`config.mk`:
```
export PLATFORM = sky130hd
export DESIGN_NAME = rx_edge_bit_sampler_flat
export DESIGN_NICKNAME = d
export VERILOG_FILES = /design/src/rtl/uart_rx_pkg.sv /design/src/rtl/rx_edge_bit_sampler_if.sv /design/src/rtl/rx_sync2.sv /design/src/rtl/rx_edge_bit_sampler.sv /design/src/flat_wrapper.sv
export SDC_FILE = /design/constraint.sdc
export NUM_CORES = 1
export LEC_CHECK = 0
export CORE_MARGIN = 4
export CORE_UTILIZATION = 49
export DETAILED_ROUTE_END_ITERATION = 7
export DONT_BUFFER_PORTS = 1
export MAX_ROUTING_LAYER = met4
export PLACE_DENSITY = 0.65
export SYNTH_ARGS = -nofsm -noshare
export SYNTH_HDL_FRONTEND = slang
export SYNTH_SLANG_ARGS = --single-unit
export TNS_END_PERCENT = 20
```
`constraint.sdc`:
```
create_clock -name CLK -period 1.55 [get_ports CLK]
set_input_delay 0.31 -clock CLK [delete_from_list [all_inputs] [get_ports CLK]]
set_output_delay 0.31 -clock CLK [all_outputs]
set_load 0.05 [all_outputs]
```
`src/rtl/uart_rx_pkg.sv`:
```
// Shared definitions for the UART receive path: default sizing, the 3-input
// majority helper and the receive FSM state encoding.
package uart_rx_pkg;

    localparam int PRESCALE_DEF = 16;
    localparam int BIT_W_DEF    = 5;

    typedef enum logic [2:0] {
        ST_IDLE,
        ST_START,
        ST_DATA,
        ST_PARITY,
        ST_STOP
    } rx_state_t;

    function automatic logic maj3(input logic a, input logic b, input logic c);
        return (a & b) | (a & c) | (b & c);
    endfunction

endpackage

```
`src/rtl/rx_edge_bit_sampler_if.sv`:
```
// Link between the receive FSM (master) and the oversampling front end (slave).
interface rx_edge_bit_sampler_if
    import uart_rx_pkg::*;
#(
    parameter int EDGE_W = $clog2(PRESCALE_DEF),
    parameter int BIT_W  = BIT_W_DEF
);
    logic              edge_bit_enable;
    logic              data_sampler_enable;
    logic [EDGE_W-1:0] edge_count;
    logic [BIT_W-1:0]  bit_count;
    logic              sampled_bit;
    logic              sample_valid;
    logic              sample_noisy;

    modport master (
        output edge_bit_enable, data_sampler_enable,
        input  edge_count, bit_count, sampled_bit, sample_valid, sample_noisy
    );

    modport slave (
        input  edge_bit_enable, data_sampler_enable,
        output edge_count, bit_count, sampled_bit, sample_valid, sample_noisy
    );
endinterface

```
`src/rtl/rx_sync2.sv`:
```
// Two-flop synchroniser for the raw serial line; resets to the idle level.
module rx_sync2 (
    input  logic CLK,
    input  logic RST,
    input  logic d,
    output logic q
);
    logic [1:0] chain_reg;

    always_ff @(posedge CLK or posedge RST) begin
        if (RST) begin
            chain_reg <= 2'b11;
        end else begin
            chain_reg <= {chain_reg[0], d};
        end
    end

    assign q = chain_reg[1];
endmodule

```
`src/rtl/rx_edge_bit_sampler.sv`:
```
// Oversampling front end of the UART receiver: edge/bit counters plus a
// 3-point majority vote around mid-bit, one clean bit per bit period.
module rx_edge_bit_sampler
    import uart_rx_pkg::*;
#(
    parameter int PRESCALE = PRESCALE_DEF,
    parameter int EDGE_W   = $clog2(PRESCALE),
    parameter int BIT_W    = BIT_W_DEF
) (
    input  logic                  CLK,
    input  logic                  RST,
    input  logic                  RX_IN,
    rx_edge_bit_sampler_if.slave  bus
);
    localparam int M = PRESCALE / 2;
    localparam logic [EDGE_W-1:0] EDGE_LAST  = EDGE_W'(PRESCALE - 1);
    localparam logic [EDGE_W-1:0] EDGE_FIRST = EDGE_W'(M - 1);
    localparam logic [EDGE_W-1:0] EDGE_VOTE  = EDGE_W'(M + 2);
    localparam logic [BIT_W-1:0]  BIT_MAX    = '1;

    logic              rx_sync;
    logic [EDGE_W-1:0] edge_count_reg;
    logic [BIT_W-1:0]  bit_count_reg;
    logic [2:0]        s_vec;
    logic              sampled_bit_reg;
    logic              sample_valid_reg;
    logic              sample_noisy_reg;
    logic              aborted_reg;

    rx_sync2 u_sync (
        .CLK (CLK),
        .RST (RST),
        .d   (RX_IN),
        .q   (rx_sync)
    );

    // A drop of the enable clears the counters even on a wrap cycle.
    always_ff @(posedge CLK or posedge RST) begin
        if (RST) begin
            edge_count_reg <= '0;
            bit_count_reg  <= '0;
        end else if (!bus.edge_bit_enable) begin
            edge_count_reg <= '0;
            bit_count_reg  <= '0;
        end else if (edge_count_reg == EDGE_LAST) begin
            edge_count_reg <= '0;
            if (bit_count_reg != BIT_MAX) begin
                bit_count_reg <= bit_count_reg + BIT_W'(1);
            end
        end else begin
            edge_count_reg <= edge_count_reg + EDGE_W'(1);
        end
    end

    // Sample gi is taken at edge M-1+gi; any sampler disable returns it to idle.
    genvar gi;
    generate
        for (gi = 0; gi < 3; gi++) begin : g_samp
            logic s_reg;

            always_ff @(posedge CLK or posedge RST) begin
                if (RST) begin
                    s_reg <= 1'b1;
                end else if (!bus.data_sampler_enable) begin
                    s_reg <= 1'b1;
                end else if (edge_count_reg == EDGE_W'(M - 1 + gi)) begin
                    s_reg <= rx_sync;
                end
            end

            assign s_vec[gi] = s_reg;
        end
    endgenerate

    // aborted_reg blocks the vote for a window the sampler was not enabled across.
    always_ff @(posedge CLK or posedge RST) begin
        if (RST) begin
            sampled_bit_reg  <= 1'b1;
            sample_valid_reg <= 1'b0;
            sample_noisy_reg <= 1'b0;
            aborted_reg      <= 1'b1;
        end else begin
            sample_valid_reg <= 1'b0;
            sample_noisy_reg <= 1'b0;
            if (!bus.data_sampler_enable) begin
                aborted_reg <= 1'b1;
            end else if (edge_count_reg == EDGE_FIRST) begin
                aborted_reg <= 1'b0;
            end else if (edge_count_reg == EDGE_VOTE && !aborted_reg) begin
                sampled_bit_reg  <= maj3(s_vec[0], s_vec[1], s_vec[2]);
                sample_valid_reg <= 1'b1;
                sample_noisy_reg <= !(s_vec == 3'b000 || s_vec == 3'b111);
            end
        end
    end

    assign bus.edge_count   = edge_count_reg;
    assign bus.bit_count    = bit_count_reg;
    assign bus.sampled_bit  = sampled_bit_reg;
    assign bus.sample_valid = sample_valid_reg;
    assign bus.sample_noisy = sample_noisy_reg;
endmodule

```
`src/flat_wrapper.sv`:
```
// flat-port wrapper written by rule: the top's interface ports become plain ports
module rx_edge_bit_sampler_flat import uart_rx_pkg::*;
#(
    parameter int PRESCALE = PRESCALE_DEF,
    parameter int EDGE_W   = $clog2(PRESCALE),
    parameter int BIT_W    = BIT_W_DEF
)
  (CLK, RST, RX_IN, bus_edge_bit_enable, bus_data_sampler_enable, bus_edge_count, bus_bit_count, bus_sampled_bit, bus_sample_valid, bus_sample_noisy);
  rx_edge_bit_sampler_if #(.EDGE_W(EDGE_W), .BIT_W(BIT_W)) bus_i ();
  input  logic CLK;
  input  logic RST;
  input  logic RX_IN;
  input wire logic [$bits(bus_i.edge_bit_enable)-1:0] bus_edge_bit_enable;
  input wire logic [$bits(bus_i.data_sampler_enable)-1:0] bus_data_sampler_enable;
  output wire logic [$bits(bus_i.edge_count)-1:0] bus_edge_count;
  output wire logic [$bits(bus_i.bit_count)-1:0] bus_bit_count;
  output wire logic [$bits(bus_i.sampled_bit)-1:0] bus_sampled_bit;
  output wire logic [$bits(bus_i.sample_valid)-1:0] bus_sample_valid;
  output wire logic [$bits(bus_i.sample_noisy)-1:0] bus_sample_noisy;
  assign bus_i.edge_bit_enable = bus_edge_bit_enable;
  assign bus_i.data_sampler_enable = bus_data_sampler_enable;
  assign bus_edge_count = bus_i.edge_count;
  assign bus_bit_count = bus_i.bit_count;
  assign bus_sampled_bit = bus_i.sampled_bit;
  assign bus_sample_valid = bus_i.sample_valid;
  assign bus_sample_noisy = bus_i.sample_noisy;
  rx_edge_bit_sampler #(.PRESCALE(PRESCALE), .EDGE_W(EDGE_W), .BIT_W(BIT_W)) u_core (.CLK(CLK), .RST(RST), .RX_IN(RX_IN), .bus(bus_i));
endmodule
```
[Word level (Yosys, flattened, before mapping)]
Index checks and enable logic that the tools add are counted.
Widths: inputs -> output; s select.
Word-level totals
  bits of input ports: 5
  word-level logic and storage cells: 56
  register bits: 18
Cells by class
  reduce and logical (&&, ||, !) cells: 7
  eq/ne operators: 12
  add/sub/neg operators: 2
  multiplexer cells: 19
  bitwise gates (word level): 6
Operator list (number)
  $eq 4x4->1 const B: 4
  $mux 5: 3
  $mux 1: 14
  $ne 2x1->1 const B: 5
  $mux 4: 2
  $add 5x1->5 const B: 1
  $ne 5x5->1 const B: 1
  $add 4x1->4 const B: 1
  $eq 4x3->1 const B: 1
  $and 1x1->1: 3
  $eq 3x3->1 const B: 1
  $logic_not 3->1: 1
  $reduce_and 3->1: 1
  $logic_not 1->1: 2
  $or 1x1->1: 2
  $reduce_and 2->1: 1
  $logic_and 1x1->1: 1
  $logic_or 1x1->1: 1
  $not 1->1: 1

[Longest topological paths before layout]
Gate-level depths: netlist of run 1.
  word-level depth: 6
  mapped depth: 6
  gate-level depth less buffers: 6

[By module]
Synthesis of run 1 repeated with hierarchy kept, for this count alone.
Second synthesis, totals
  cell total of the unflattened synthesis: 74
  area, all modules: 853.3 um^2
Modules (own cells, without submodules)
  rx_edge_bit_sampler: area each 797.0 um^2, cells an instance 71, times used 1, sequential area each 406.6 um^2
  rx_sync2: area each 56.3 um^2, cells an instance 3, times used 1, sequential area each 52.6 um^2

[Worst setup path before layout of run 1]
OpenSTA, ideal clock, no wires.
  kind: reg-to-reg
  from: register u_core.bit_count_reg[0], in the netlist u_core.bus.bit_count[0]
  to: register u_core.bit_count_reg[3], in the netlist u_core.bus.bit_count[3]
  setup time: 78 ps
  path slack: -425 ps
  required time: 1472 ps
  stages on the path, launching flop included: 7
  data arrival time: 1898 ps
  cell sequence: dfrtp_1 > ha_1 > and3_1 > ha_1 > nand4b_4 > or3_1 > a21oi_1
Between the ends
  cells in the longest elaborated chain, start to end: 4
  elaborated cells between the ends (all ways): 7
  those cells by class: add/sub: 1; eq/ne: 2; mux: 3; reduce/logical: 1
RTL lines
  start, declared: RTL line rx_edge_bit_sampler.sv:23  | logic [BIT_W-1:0] bit_count_reg;
  start signal, assigned: RTL line rx_edge_bit_sampler.sv:48  | bit_count_reg <= bit_count_reg + BIT_W'(1);
  $add 5x1->5: RTL line rx_edge_bit_sampler.sv:48
  $mux 5: RTL line rx_edge_bit_sampler.sv:47  | if (bit_count_reg != BIT_MAX) begin
  $mux 5: RTL line rx_edge_bit_sampler.sv:45  | end else if (edge_count_reg == EDGE_LAST) begin
  $mux 5: RTL line rx_edge_bit_sampler.sv:42  | end else if (!bus.edge_bit_enable) begin
Several ways; a longest one is shown, not always the timed one. The select of a mux whose other input is x is not followed.
A chain may end at the register's enable or synchronous reset.

[Worst setup path after layout of run 1]
  from: register u_core.bit_count_reg[0], in the netlist u_core.bus.bit_count[0]
  to: register u_core.bit_count_reg[2], in the netlist u_core.bus.bit_count[2]
The elaborated chain is that of the path after synthesis.

==> out/metrics.yaml, run 1 <==
timing:
  slew_headroom_pct: 70.81
  rsz0062_at_grt: "true"
  worst_slack_ns: -0.06561
  worst_slew_pin_slew_ns: 0.4381
  hold_violations: 0
  period_needed_ns: 1.616
  setup-violations-final: 5
  drv_slew: 0
  period_share_pct: 104.2
  max_freq_mhz: 619.0
  clock_skew_ns: 0.01137
clock_network:
  cts_root_buf: "clkbuf_4"
  cts_buffer_depth: 2
  clk_pin_slew_ns: 0.11
  tritoncts: "yes"
  numCtsBuffers: 3
  cts_max_level: 1
  cts.sink_count: 18
  clkLatencyLatePin_ns: 0.29
synthesis:
  synth_edf_count: 0
  synth_nets: 85
  yosys.area.top_type: "dfrtp_1"
  synth_warnings: 0
  ys_seq_elements: 18
  ys_types: 26
  ys_seq_area_share_pct: 53.89
  syn_area_per_cell_um2: 11.51
  synth_top_area_share_pct: 32.31
  async_reset_ff_share_pct: 100.0
  synth-main-ff-cell: "dfrtp_1"
  ys_top_cells_by_area: "dfrtp_1, dfstp_2, ha_1"
  synth_area_um2: 852.1
  syn_inst: 74
setup_path:
  r2r_cells: 6
  path_class: "reg2reg"
  r2r_setup_slack_ns: -0.07
  cp-startpoint: "u_core.bus.bit_count[0]"
  cp-end-kind: "register"
  required_ns: 1.78
  cp_slowest_cell: "dfrtp_2"
  r2r-start: "u_core.bus.bit_count[0]"
  arrival_ns: 1.84
  start_kind: "register"
  path_cells: "ha_4, and3_4, ha_4, nand4b_4, or3_1, a21oi_1"
  cp_common_cell: "ha_4"
  r2r-end: "u_core.bus.bit_count[2]"
  cp_max_fo: 5
  max_stage_delay_ns: 0.44
final_layout:
  largest_register_ffs: 5
  finalNonFillerCells: 107
  diodes: 0
  synthToLayoutAreaGrowth_pct: 22.76
  final_nets: 103
  final_util_pct: 66.35
  drive_above_1_share_pct: 34.07
routing:
  vias: 578
  remaining_drc_errors: 0
  drt_iter0_markers: 0
  totalWireLength_mm: 1.442
  post_drt_wl_per_cell_um: 13.48
  via_per_inst: 5.402
  ant_nets: 0
  first_pass_iters: 1
worst_hold_path:
  hold-path-cell-count: 1
  min_to: "u_core.g_samp[1].s_reg"
  worstHoldPathType: "in2reg"
  min_from: "bus_data_sampler_enable"
grt:
  grt_max_degree: 19
  grt_pass1_vias: 596
  antenna_found_initial: 0
  grt_pass1_wl_mm: 2.580
  grt_overflow_total: 0
  grt_usage_pct: 13.89
floorplanning:
  dieWidth_um: 49.70
  rows: 14
  core_area_mm2: 0.001577
  dieArea_mm2: 0.002470
  start_util_pct: 54.05
  io_pins: 17
  die_y_um: 49.70
power:
  finalPower_mw: 0.8590
  vdd_drop_max_v: 0.0005743
  p_per_area_mw_per_mm2: 821.2
  power_leakage_nw: 0.5336
place:
  gp_congestion: 0.8066
  dpl.cell_count: 100
  io_buffers: 0
  hpwlAfterDp_mm: 1.080
status:
  status: "complete, but fails checks"
  violations: "setup timing"
run:
  maxCapViolCount: 0
==> cells by family after synthesis <==
group / share of synthesized area, %
muxes: 7.195
buffers and inverters: 4.552
xor gates and xnor gates: 2.056
adders and majority gates: 9.985
DFF: 53.89
and+or+nand+nor: 17.18
AOI/OAI and AO/OA: 5.139
==> metrics by stage <==
step                setup TNS [ns]  cell area (µm²)  hold WS, ns  worst slack [ns]
finish                     -0.1985             1046      0.04070          -0.06561
global placement           -0.1387            954.7       0.2282          -0.05045
global route               -0.6447             1046      0.03206           -0.1540
detailed placement         -0.2962            954.7       0.2297           -0.1011
CTS                        -0.2147             1028     0.001555          -0.09820
floorplan                  -0.7720            857.1       0.2433           -0.2497
==> worst max-delay path, delay by kind of cell (launching register included) <==
kind	cells	cell delay [ns]
AOI/OAI and AO/OA	1	0.13
adders and majority gates	2	0.31
DFF	1	0.44
and+or+nand+nor	3	0.69
==> what timing repair did <==
| action | 4_1_cts | 5_1_grt |
|---|---|---|
| hold buffers | 1 | 1 |
| pin swaps | 4 | 1 |
| setup buffers | 0 | 1 |
| endpoints found under the setup margin | 5 | 5 |
| hold endpoints to repair | 11 | 1 |
| gates resized for setup | 4 | 0 |
==> routing by layer <==
layer / wire length [µm] / GRT usage [%] / part of all wire, %
met5: 0 / - / 0
met4: 8 / 5.530 / 0.55
met3: 97 / 3.614 / 6.7
met2: 701 / 22.03 / 49
met1: 634 / 16.83 / 44
==> cell type report <==
class                      count  area, µm²
clock buffer                   4      36.28
fill                         130      530.5
inverter                       7      26.28
multi-input combinational     47      384.1
sequential                    18      461.7
tap                           16      20.02
timing repair buffer          15      117.6
==> placed cells by master (no fill, tap or decap) <==
cell type,synthesis,final
clkbuf_4,0,3
and3_4,0,1
nor3_1,2,2
ha_4,0,2
dfrtp_1,11,9
nand3_1,1,1
xnor2_1,1,1
dlygate4sd3_1,0,2
clkbuf_8,0,1
nand2_1,5,5
inv_1,7,7
and3_1,2,1
mux2_2,1,1
maj3_1,1,1
nor2b_1,1,1
nand4_1,1,1
ha_1,6,4
buf_4,1,13
mux2i_1,5,5
a311oi_1,1,1
nor2_1,4,4
nand4b_4,1,1
or3_1,2,2
a21oi_1,4,4
dfstp_2,7,7
and2_1,1,1
nand3b_1,3,3
dfrtp_2,0,2
xor2_1,1,1
or4_1,1,1
o21ai_0,3,3
==> report_power, final <==
| part | leakage, nW | internal (mW) | switching [mW] |
|---|---|---|---|
| sequential | 0.221 | 0.482 | 0.0120 |
| clock | 0.0210 | 0.143 | 0.142 |
| combinational | 0.291 | 0.0273 | 0.0528 |
==> synthesized netlist by cell type, types with 2 or more instances <==
master and count:
or3_1 2, nor3_1 2, mux2i_1 5, nor2_1 4, dfstp_2 7, dfrtp_1 11, nand2_1 5, ha_1 6
inv_1 7, and3_1 2, a21oi_1 4, nand3b_1 3, o21ai_0 3
==> worst max-delay path by stage <==
stage / to / slack (ns) / depth (start not counted)
final: u_core.bus.bit_count[2] / -0.07 / 6
after CTS: u_core.bus.bit_count[2] / -0.1 / 6
after floorplan: u_core.bus.bit_count[2] / -0.25 / 6
after detailed placement: u_core.bus.bit_count[3] / -0.10 / 6
after global placement: u_core.bus.bit_count[2] / -0.05 / 6
after global routing: u_core.bus.bit_count[1] / -0.15 / 7
No activity file was read; power rests on OpenSTA's default activity.
==> run 2: changes to the inputs <==
Settings changed: CORE_UTILIZATION 49 to 53, PLACE_DENSITY 0.65 to 0.7, RECOVER_POWER from default to 50.
==> run 2 against run 1 <==
Effect of this change:
- largest cell class unchanged
- first-iteration DRC count grew 4
- highest routed layer unchanged
- critical endpoint is now u_core.bus.bit_count[3]
- sequential power is essentially flat
- cell count is the same
- the flow still finishes with violations (setup timing)
- sequential share of layout area grew 0.39 points
- combinational power grew 2%
- setup slack lost 0.0084 ns
==> out/metrics.yaml, run 2 (synthesis gave the netlist of run 1 again) <==
status:
  violations: "setup timing"
  status: "complete, but fails checks"
clock_network:
  cts.sink_count: 18  # unchanged
  cts_setup_buffers: 0  # unchanged
  cts_buffer_depth: 2  # unchanged
  clk_pin_slew_ns: 0.10  # about the same
  tritoncts: "yes"
  numCtsBuffers: 3  # unchanged
  cts_max_level: 1  # unchanged
  cts_root_buf: "clkbuf_4"
  clkLatencyLatePin_ns: 0.29  # about the same
floorplanning:
  die_y_um: 48.10  # -3.2%
  io_pins: 17  # unchanged
  rows: 14  # unchanged
  dieWidth_um: 48.10  # -3.2%
  start_util_pct: 56.56  # +2.5 points
  dieArea_mm2: 0.002313  # -6.4%
  core_area_mm2: 0.001506  # -4.4%
timing:
  rsz0062_at_grt: "true"
  setup-violations-final: 5  # unchanged
  worst_slack_ns: -0.07398  # -0.008369 ns
  clock_skew_ns: 0.006517  # -0.004857 ns
  whs_ns: 0.05000  # +0.009303 ns
  max_freq_mhz: 615.8  # -0.52%
  drv_slew: 0  # unchanged
  period_needed_ns: 1.624  # +0.008369 ns
  worst_slew_pin_slew_ns: 0.9325  # +0.4944 ns
  hold_violations: 0  # unchanged
  period_share_pct: 104.8  # +0.54 points
  slew_headroom_pct: 37.83  # -33 points
final_layout:
  layout_common_cells: "buf_4, dfrtp_1, inv_1, dfstp_2"
  diodes: 0  # unchanged
  multi_input_area_um2: 392.9  # +2.3%
  drive_above_1_share_pct: 35.16  # +1.1 points
  register_area_um2: 462.9  # +0.27%
  final_nets: 103  # unchanged
  synthToLayoutAreaGrowth_pct: 22.03
  mostFrequentLayoutCell: "buf_4"
  fillers: 117  # -10%
  largest_register_ffs: 5  # unchanged
grt:
  grt_pass1_vias: 578  # -3.0%
  grt_usage_pct: 17.88  # +4.0 points
  grt_pass1_wl_mm: 2.732  # +5.9%
  grt_overflow_total: 0  # unchanged
  grt_max_degree: 19  # unchanged
  antenna_found_initial: 0  # unchanged
setup_path:
  max_stage_delay_ns: 0.44  # about the same
  cp_max_fo: 5  # unchanged
  arrival_ns: 1.85  # about the same
  path_cells: "ha_4, and3_4, ha_4, nand4b_4, or3_4, a21oi_2"
  cp_slowest_cell: "dfrtp_2"
  path_class: "reg2reg"
  cp-end-kind: "register"
  cp_common_cell: "ha_4"
  start_kind: "register"
  required_ns: 1.77  # about the same
routing:
  ant_nets: 0  # unchanged
  via_per_inst: 5.467  # +1.2%
  post_drt_wl_per_cell_um: 15.54  # +15%
  totalWireLength_mm: 1.663  # +15%
  remaining_drc_errors: 0  # unchanged
  first_pass_iters: 4  # +3
  vias: 585  # +1.2%
  drt_iter0_markers: 4  # +4
place:
  io_buffers: 0  # unchanged
  hpwlAfterDp_mm: 1.172  # +8.5%
  place_ws_ns: -0.09938  # +0.001722 ns
  gp_congestion: 0.7850  # -2.7%
power:
  finalPower_mw: 0.8155  # -5.1%
  p_per_area_mw_per_mm2: 784.4  # -4.5%
  power_leakage_nw: 0.5223  # -2.1%
  vdd_drop_max_v: 0.0006323  # +10%
run:
  maxCapViolCount: 0  # unchanged
worst_hold_path:
  worstHoldPathType: "in2reg"
## run 2: final timing paths
check                           slack [ns]  cells after the start                    endpoint                       start
worst min register to register        0.36                      0  u_core.u_sync.chain_reg[1]  u_core.u_sync.chain_reg[0]
worst max register to register       -0.07                      6     u_core.bus.bit_count[3]     u_core.bus.bit_count[0]
min in group asynchronous             0.73                      3     u_core.bus.bit_count[3]                         RST
worst min-delay path                  0.05                      1          u_core.aborted_reg     bus_data_sampler_enable
max in group asynchronous             0.20                      3    u_core.bus.edge_count[0]                         RST
worst max-delay path                 -0.07                      6     u_core.bus.bit_count[3]     u_core.bus.bit_count[0]
## run 2: critical path, delay by kind of cell, from the launching register on
kind,cells,cell delay (ns)
flip-flops,1,0.44
adder cells (fa/ha/maj),2,0.32
AO/OA/AOI/OAI,1,0.12
AND/OR/NAND/NOR,3,0.68
## run 2: what timing repair did
item / 4_1_cts / 5_1_grt
setup endpoints to repair: 5 / 6
endpoints found under the hold margin: 11 / 1
gates resized for setup: 4 / 3
hold buffers: 1 / 1
pin swaps: 5 / 1
## run 2: routing by layer
metal | GRT usage (%) | share of wire [%]
met5 | - | 0
met4 | 4.839 | 1.1
met3 | 4.059 | 5.2
met2 | 29.55 | 49
met1 | 21.96 | 45
## run 2: cell type report
cell class / count / area share [%]
inverters: 7 / 2.527
repair buffers: 15 / 10.71
multi-input cells: 47 / 37.79
flip-flops and latches: 18 / 44.52
clock buffers: 4 / 2.527
well taps: 16 / 1.925
## run 2: through the flow
step / setup TNS [ns] / cells / util [%] / instance area (µm²)
floorplan: -0.7720 / 74 / - / 857.1
global placement: -0.1283 / 101 / 63.87 / 962.2
detailed placement: -0.3104 / 101 / 63.87 / 962.2
CTS: -0.1325 / 106 / 68.11 / 1026
global route: -0.5759 / 107 / 69.02 / 1040
finish: -0.1820 / 107 / 69.02 / 1040
## run 2: report_power, final
group | total [mW] | internal (mW) | switching, mW
Combinational | 0.0820 | 0.0267 | 0.0552
Sequential | 0.495 | 0.482 | 0.0127
Clock | 0.239 | 0.0998 | 0.139
Total | 0.816 | 0.609 | 0.207
